--- config.mk ---
export PLATFORM = sky130hd
export DESIGN_NAME = fetch_unit
export DESIGN_NICKNAME = d
export VERILOG_FILES = /design/src/rtl/isa_pkg.sv /design/src/rtl/fetch_unit.sv
export SDC_FILE = /design/constraint.sdc
export NUM_CORES = 1
export LEC_CHECK = 0
export ABC_CLOCK_PERIOD_IN_PS = 4610
export CAP_MARGIN = 20
export CORE_MARGIN = 2
export CORE_UTILIZATION = 35
export DETAILED_ROUTE_END_ITERATION = 7
export HOLD_SLACK_MARGIN = 0.12
export PLACE_DENSITY = 0.66
export SKIP_CTS_REPAIR_TIMING = 1
export SLEW_MARGIN = 20
export SYNTH_ARGS = -nofsm -noshare
export SYNTH_HDL_FRONTEND = slang
export SYNTH_SLANG_ARGS = --single-unit
--- constraint.sdc ---
create_clock -name clk -period 4.61 [get_ports clk]
set_clock_uncertainty 0.05 [all_clocks]
set_input_delay 0.461 -clock clk [delete_from_list [all_inputs] [get_ports clk]]
set_output_delay 0.461 -clock clk [all_outputs]
set_load 0.01 [all_outputs]
--- src/rtl/isa_pkg.sv ---
// Shared ISA definitions for the 8-bit Harvard core: opcodes, 0xC-group sub-ops,
// fetch FSM states and the instruction-length predecode used by fetch and decode.
package isa_pkg;

    localparam logic [3:0] OP_NOP  = 4'h0;
    localparam logic [3:0] OP_MOV  = 4'h1;
    localparam logic [3:0] OP_ADD  = 4'h2;
    localparam logic [3:0] OP_SUB  = 4'h3;
    localparam logic [3:0] OP_AND  = 4'h4;
    localparam logic [3:0] OP_OR   = 4'h5;
    localparam logic [3:0] OP_SHF  = 4'h6;
    localparam logic [3:0] OP_STK  = 4'h7;
    localparam logic [3:0] OP_IO   = 4'h8;
    localparam logic [3:0] OP_JC   = 4'h9;
    localparam logic [3:0] OP_LOOP = 4'hA;
    localparam logic [3:0] OP_JMP  = 4'hB;
    localparam logic [3:0] OP_MEM  = 4'hC;
    localparam logic [3:0] OP_LDI  = 4'hD;
    localparam logic [3:0] OP_STI  = 4'hE;

    // ra field selects the sub-op inside the OP_MEM group; ra==3 is a 1-byte form
    localparam logic [1:0] RA_LDM = 2'd0;
    localparam logic [1:0] RA_LDD = 2'd1;
    localparam logic [1:0] RA_STD = 2'd2;

    typedef enum logic [1:0] {
        S_VEC   = 2'd0,
        S_FETCH = 2'd1,
        S_IMM   = 2'd2
    } fetch_state_t;

    function automatic logic is_two_byte(input logic [3:0] opcode, input logic [1:0] ra);
        return (opcode == OP_MEM) && (ra != 2'b11);
    endfunction

endpackage

--- src/rtl/fetch_unit.sv ---
// Instruction fetch + IF/ID register; packet valid one cycle after its last byte is addressed.
// stall freezes PC, FSM and IF/ID; redirect (ignored only in S_VEC) flushes and wins over stall.
module fetch_unit
    import isa_pkg::*;
#(
    parameter int                ADDR_W         = 8,
    parameter int                DATA_W         = 8,
    parameter logic [ADDR_W-1:0] RESET_VEC_ADDR = 8'h00
) (
    input  logic              clk,
    input  logic              rst,
    output logic [ADDR_W-1:0] imem_addr,
    input  logic [DATA_W-1:0] imem_rdata,
    input  logic              stall,
    input  logic              redirect_valid,
    input  logic [ADDR_W-1:0] redirect_pc,
    output logic              if_valid,
    output logic [DATA_W-1:0] if_instr,
    output logic [3:0]        if_opcode,
    output logic [1:0]        if_ra,
    output logic [1:0]        if_rb,
    output logic [DATA_W-1:0] if_imm,
    output logic [ADDR_W-1:0] if_pc,
    output logic [ADDR_W-1:0] if_pc_next
);

    fetch_state_t      state;
    logic [ADDR_W-1:0] pc;
    logic [ADDR_W-1:0] pc_inc;
    logic [DATA_W-1:0] hold_instr;
    logic [ADDR_W-1:0] hold_pc;
    logic              rdata_two_byte;

    // Wraps modulo 2^ADDR_W, so an opcode at the top of memory pulls its immediate from 0
    assign pc_inc         = pc + ADDR_W'(1);
    assign imem_addr      = (state == S_VEC) ? RESET_VEC_ADDR : pc;
    assign rdata_two_byte = is_two_byte(imem_rdata[7:4], imem_rdata[3:2]);

    assign if_opcode = if_instr[7:4];
    assign if_ra     = if_instr[3:2];
    assign if_rb     = if_instr[1:0];

    always_ff @(posedge clk) begin
        if (rst) begin
            state      <= S_VEC;
            pc         <= '0;
            hold_instr <= '0;
            hold_pc    <= '0;
            if_valid   <= 1'b0;
            if_instr   <= '0;
            if_imm     <= '0;
            if_pc      <= '0;
            if_pc_next <= '0;
        end else if (redirect_valid && (state != S_VEC)) begin
            // Any half-assembled 2-byte instruction is dropped by leaving S_IMM
            state    <= S_FETCH;
            pc       <= redirect_pc;
            if_valid <= 1'b0;
            if_instr <= '0;
            if_imm   <= '0;
        end else if (!stall) begin
            case (state)
                S_VEC: begin
                    pc       <= ADDR_W'(imem_rdata);
                    state    <= S_FETCH;
                    if_valid <= 1'b0;
                end
                S_FETCH: begin
                    pc <= pc_inc;
                    if (rdata_two_byte) begin
                        hold_instr <= imem_rdata;
                        hold_pc    <= pc;
                        state      <= S_IMM;
                        if_valid   <= 1'b0;
                    end else begin
                        if_valid   <= 1'b1;
                        if_instr   <= imem_rdata;
                        if_imm     <= '0;
                        if_pc      <= pc;
                        if_pc_next <= pc_inc;
                    end
                end
                S_IMM: begin
                    pc         <= pc_inc;
                    state      <= S_FETCH;
                    if_valid   <= 1'b1;
                    if_instr   <= hold_instr;
                    if_imm     <= imem_rdata;
                    if_pc      <= hold_pc;
                    if_pc_next <= pc_inc;
                end
                default: begin
                    state    <= S_VEC;
                    if_valid <= 1'b0;
                end
            endcase
        end
    end

endmodule

==> metrics.md <==
| Metric | Value |
|---|---|
| Worst EP arrival | `2720 ps` |
| Routed wire length | `7294 um` |
| Pwr Density | `slightly above 400 nW/um2` |
| Clk_lat worst skew | `340 ps` |
| Final #Nets | `a little under 400` |
| Fin Setup TNS | `0 ps` |
| Post-synth net total | `345` |
| Psw | `around 0.45 mW` |
| CP required | `4770 ps` |
| Die X | `95.46 um` |
| FF-to-FF Start | `state[1]` |
| Share of layout cells above drive strength 1 | `10.96%` |
| Worst R2R End | `hold_instr[0]` |
| First-pass GRT wire length | `approximately 11000 um` |
| N_diodes | `0` |
| Comb pwr share | `24.2%` |
| Crit share post-route | `55.47%` |
| Post-synth EDFFs | `0` |
| Total number of vias | `2444` |
| CTS H-Tree Depth | `3` |
| Switching Fraction | `28.84%` |
| I/O pin count | `69` |
| Yosys cell types | `between 40 and 50` |
| Clk buf depth | `2` |
| Mean post-synth cell area | `9.178 um2` |
| Starting Density | `35.81%` |
| Seq. cell area | `1181 um2` |
| Slew headroom | `roughly a third` |
| Grt ovf | `0` |
| Worst hold path type | `flop to flop` |
| Yosys warnings | `0` |
| Port buffer count | `68` |
| Achievable Freq | `roughly 0.39 GHz` |
| Overall Power | `roughly 1.6 mW` |
| Synth Flop Type | `dfxtp_1` |
| VDD IR max | `0.1855 mV` |
| DR pass1 iterations | `4` |
| P_leak | `1.252 nW` |
| Status | `finished clean` |
| Max_cap viols | `0` |
| DRC violations left | `0` |
| Worst slew pin tran | `982.2 ps` |
| Routability cong. | `0.8595` |
| Crit. Startpoint | `state[1]` |
| Vias/cell | `roughly 5.1` |
| Post-DP HPWL | `5127 um` |
| Final setup violation count | `0` |
| Drt wl/cell | `15.23 um` |
| Total track usage | `16.54%` |
| DR iter-0 viols | `146` |
| Post-synth ARST share | `0%` |
| Area grow syn2layout | `30.60%` |
| Sequential power share | `38.7%` |
| Antenna violations before repair | `0` |
| Final antenna-violating net count | `0` |
| Cell row count | `33` |
| CP Launch Type | `flop` |
| Fin crit period | `2557 ps` |
| Post-synthesis cell count | `roughly 320` |
| Largest net degree at the start of global routing | `43` |
| Clk root buf | `clkbuf_8` |
| Fill cell count | `798` |
| CP Capture Type | `flop` |
| RSZ-0062 raised after global routing | `false` |
| Area of the multi-input gates | `approximately 1500 um2` |
| CTS tree | `built` |
| Synth Cell Area | `2928 um2` |
| Max-slew violations | `0` |
| Die area | `9113 um2` |
| Vias in the first global route | `2249` |
| Yosys reg bits | `59` |
| Max Fanout on Critical Path | `11` |
| Chip height | `95.46 um` |
| Number of buffers created by CTS | `9` |
| Reg clk slew, reported paths | `70 ps` |
| Core area | `about 8000 um2` |
| R2r setup slk | `2050 ps` |
| Path depth of the worst reg2reg path | `7` |
| WS Path Type | `flop to flop` |
| Clk pwr share | `37.1%` |
| Sequential share of the synthesized area | `40.34%` |
| CTS Sinks | `approximately 60` |
| P_int | `between 1 and 1.5 mW` |
| End of the critical path | `hold_instr[0]` |
| Final Hold Vio Count | `0` |
==> final cells by class <==
cell class | instances | area share, %
clock buffer | 11 | 3.698
clock inverter | 5 | 2.618
inverter | 5 | 0.4908
multi-input combinational | 222 | 40.28
sequential | 59 | 30.89
tap | 105 | 3.436
timing repair buffer | 72 | 18.59
==> cell usage after synthesis, types with 2 or more instances <==
cell       count  share of area [%]
o21ai_0        3               0.51
o2bb2ai_1      2               0.60
a211oi_1       8                2.1
nand3b_1       3               0.77
buf_1          2               0.26
nor3b_1        2               0.51
nor2_1        59                7.6
a31oi_1        2               0.43
clkbuf_1       8                1.0
nand3_1       11                1.9
nor3_1         3               0.51
mux2i_1       32                 11
o22ai_1        2               0.43
a211oi_2      14                6.0
xor2_1         3               0.90
xnor2_1        3               0.90
buf_4         10                2.6
buf_6          3                1.2
inv_1          5               0.64
nand2_1       17                2.2
dfxtp_1       59                 40
a22oi_1        2               0.51
ha_1           6                2.6
nor2b_1        8                1.7
o31ai_1        3               0.77
a21o_1         3               0.77
nand2b_1       3               0.64
buf_2         10                1.7
a21oi_1       14                2.4
==> kinds of logic after synthesis <==
kind of cell               synth area share [%]
muxes                                     10.94
AOI/OAI and AO/OA                         18.50
DFF                                       40.34
buffers and inverters                     7.351
adders and majority gates                 2.564
xor gates and xnor gates                  1.795
and+or+nand+nor                           18.50
==> metrics by stage <==
step	setup slack [ps]	util, %	cell area [um2]	cells	hold slack, ps
after floorplan	2784	-	2928	319	390.1
final	2053	46.77	3824	479	400.2
after CTS	2036	46.77	3824	479	403.1
after detailed placement	1962	43.82	3582	463	393.1
after global placement	1958	43.82	3582	463	391.8
after global routing	1812	46.77	3824	479	425.6
==> placed cells by master (no fill, tap or decap), types with 2 or more instances in the layout <==
master / n
a211oi_1: 8
a211oi_2: 14
a21o_1: 3
a21oi_1: 14
a22oi_1: 2
a31oi_1: 2
buf_4: 4
bufinv_16: 3
clkbuf_8: 10
clkdlybuf4s50_1: 68
clkinv_2: 2
dfxtp_1: 59
ha_1: 6
inv_1: 5
mux2i_1: 32
nand2_1: 17
nand2b_1: 3
nand3_1: 11
nand3b_1: 3
nor2_1: 59
nor2b_1: 8
nor3_1: 3
nor3b_1: 2
o21ai_0: 3
o22ai_1: 2
o2bb2ai_1: 2
o31ai_1: 3
xnor2_1: 3
xor2_1: 3
==> flip-flops by register name (all words and copies together), names as in the netlist <==
name and count:
if_instr 8, if_pc 8, state 2, hold_pc 8, if_imm 8, if_pc_next 8
if_valid 1, hold_instr 8, pc 8
==> metal layers <==
metal  routed length [um]  vias to the layer above  GRT usage, %
met3                  421                       11         3.874
met5                    0                        -             0
li1                     -                     1209             -
met2                 3397                       76         26.35
met1                 3363                     1148         21.24
met4                  111                        0         7.500
==> power by group through the flow <==
| stage | logic (mW) | registers (mW) | clock network, mW |
|---|---|---|---|
| detailed placement | 0.377 | 0.612 | 0 |
| CTS | 0.380 | 0.602 | 0.589 |
| floorplan | 0.247 | 0.605 | 0 |
| global route | 0.412 | 0.608 | 0.613 |
| global placement | 0.373 | 0.612 | 0 |
| finish | 0.376 | 0.601 | 0.577 |
==> worst max-delay path, stage by stage (launching register included) <==
cell,delay [ps]
dfxtp_1,340
inv_1,110
ha_1,440
nor2b_1,320
nor4b_4,590
buf_4,310
mux2i_1,200
nor2_1,60
==> worst min-delay path by stage <==
stage,cells past startpoint,to,start
after floorplan,2,hold_instr[6],hold_instr[6]
after global placement,2,if_imm[2],if_imm[2]
after detailed placement,2,if_imm[2],if_imm[2]
after CTS,2,if_imm[2],if_imm[2]
after global routing,2,if_imm[4],if_imm[4]
final,2,if_imm[2],if_imm[2]
No activity file was read; power rests on OpenSTA's default activity.
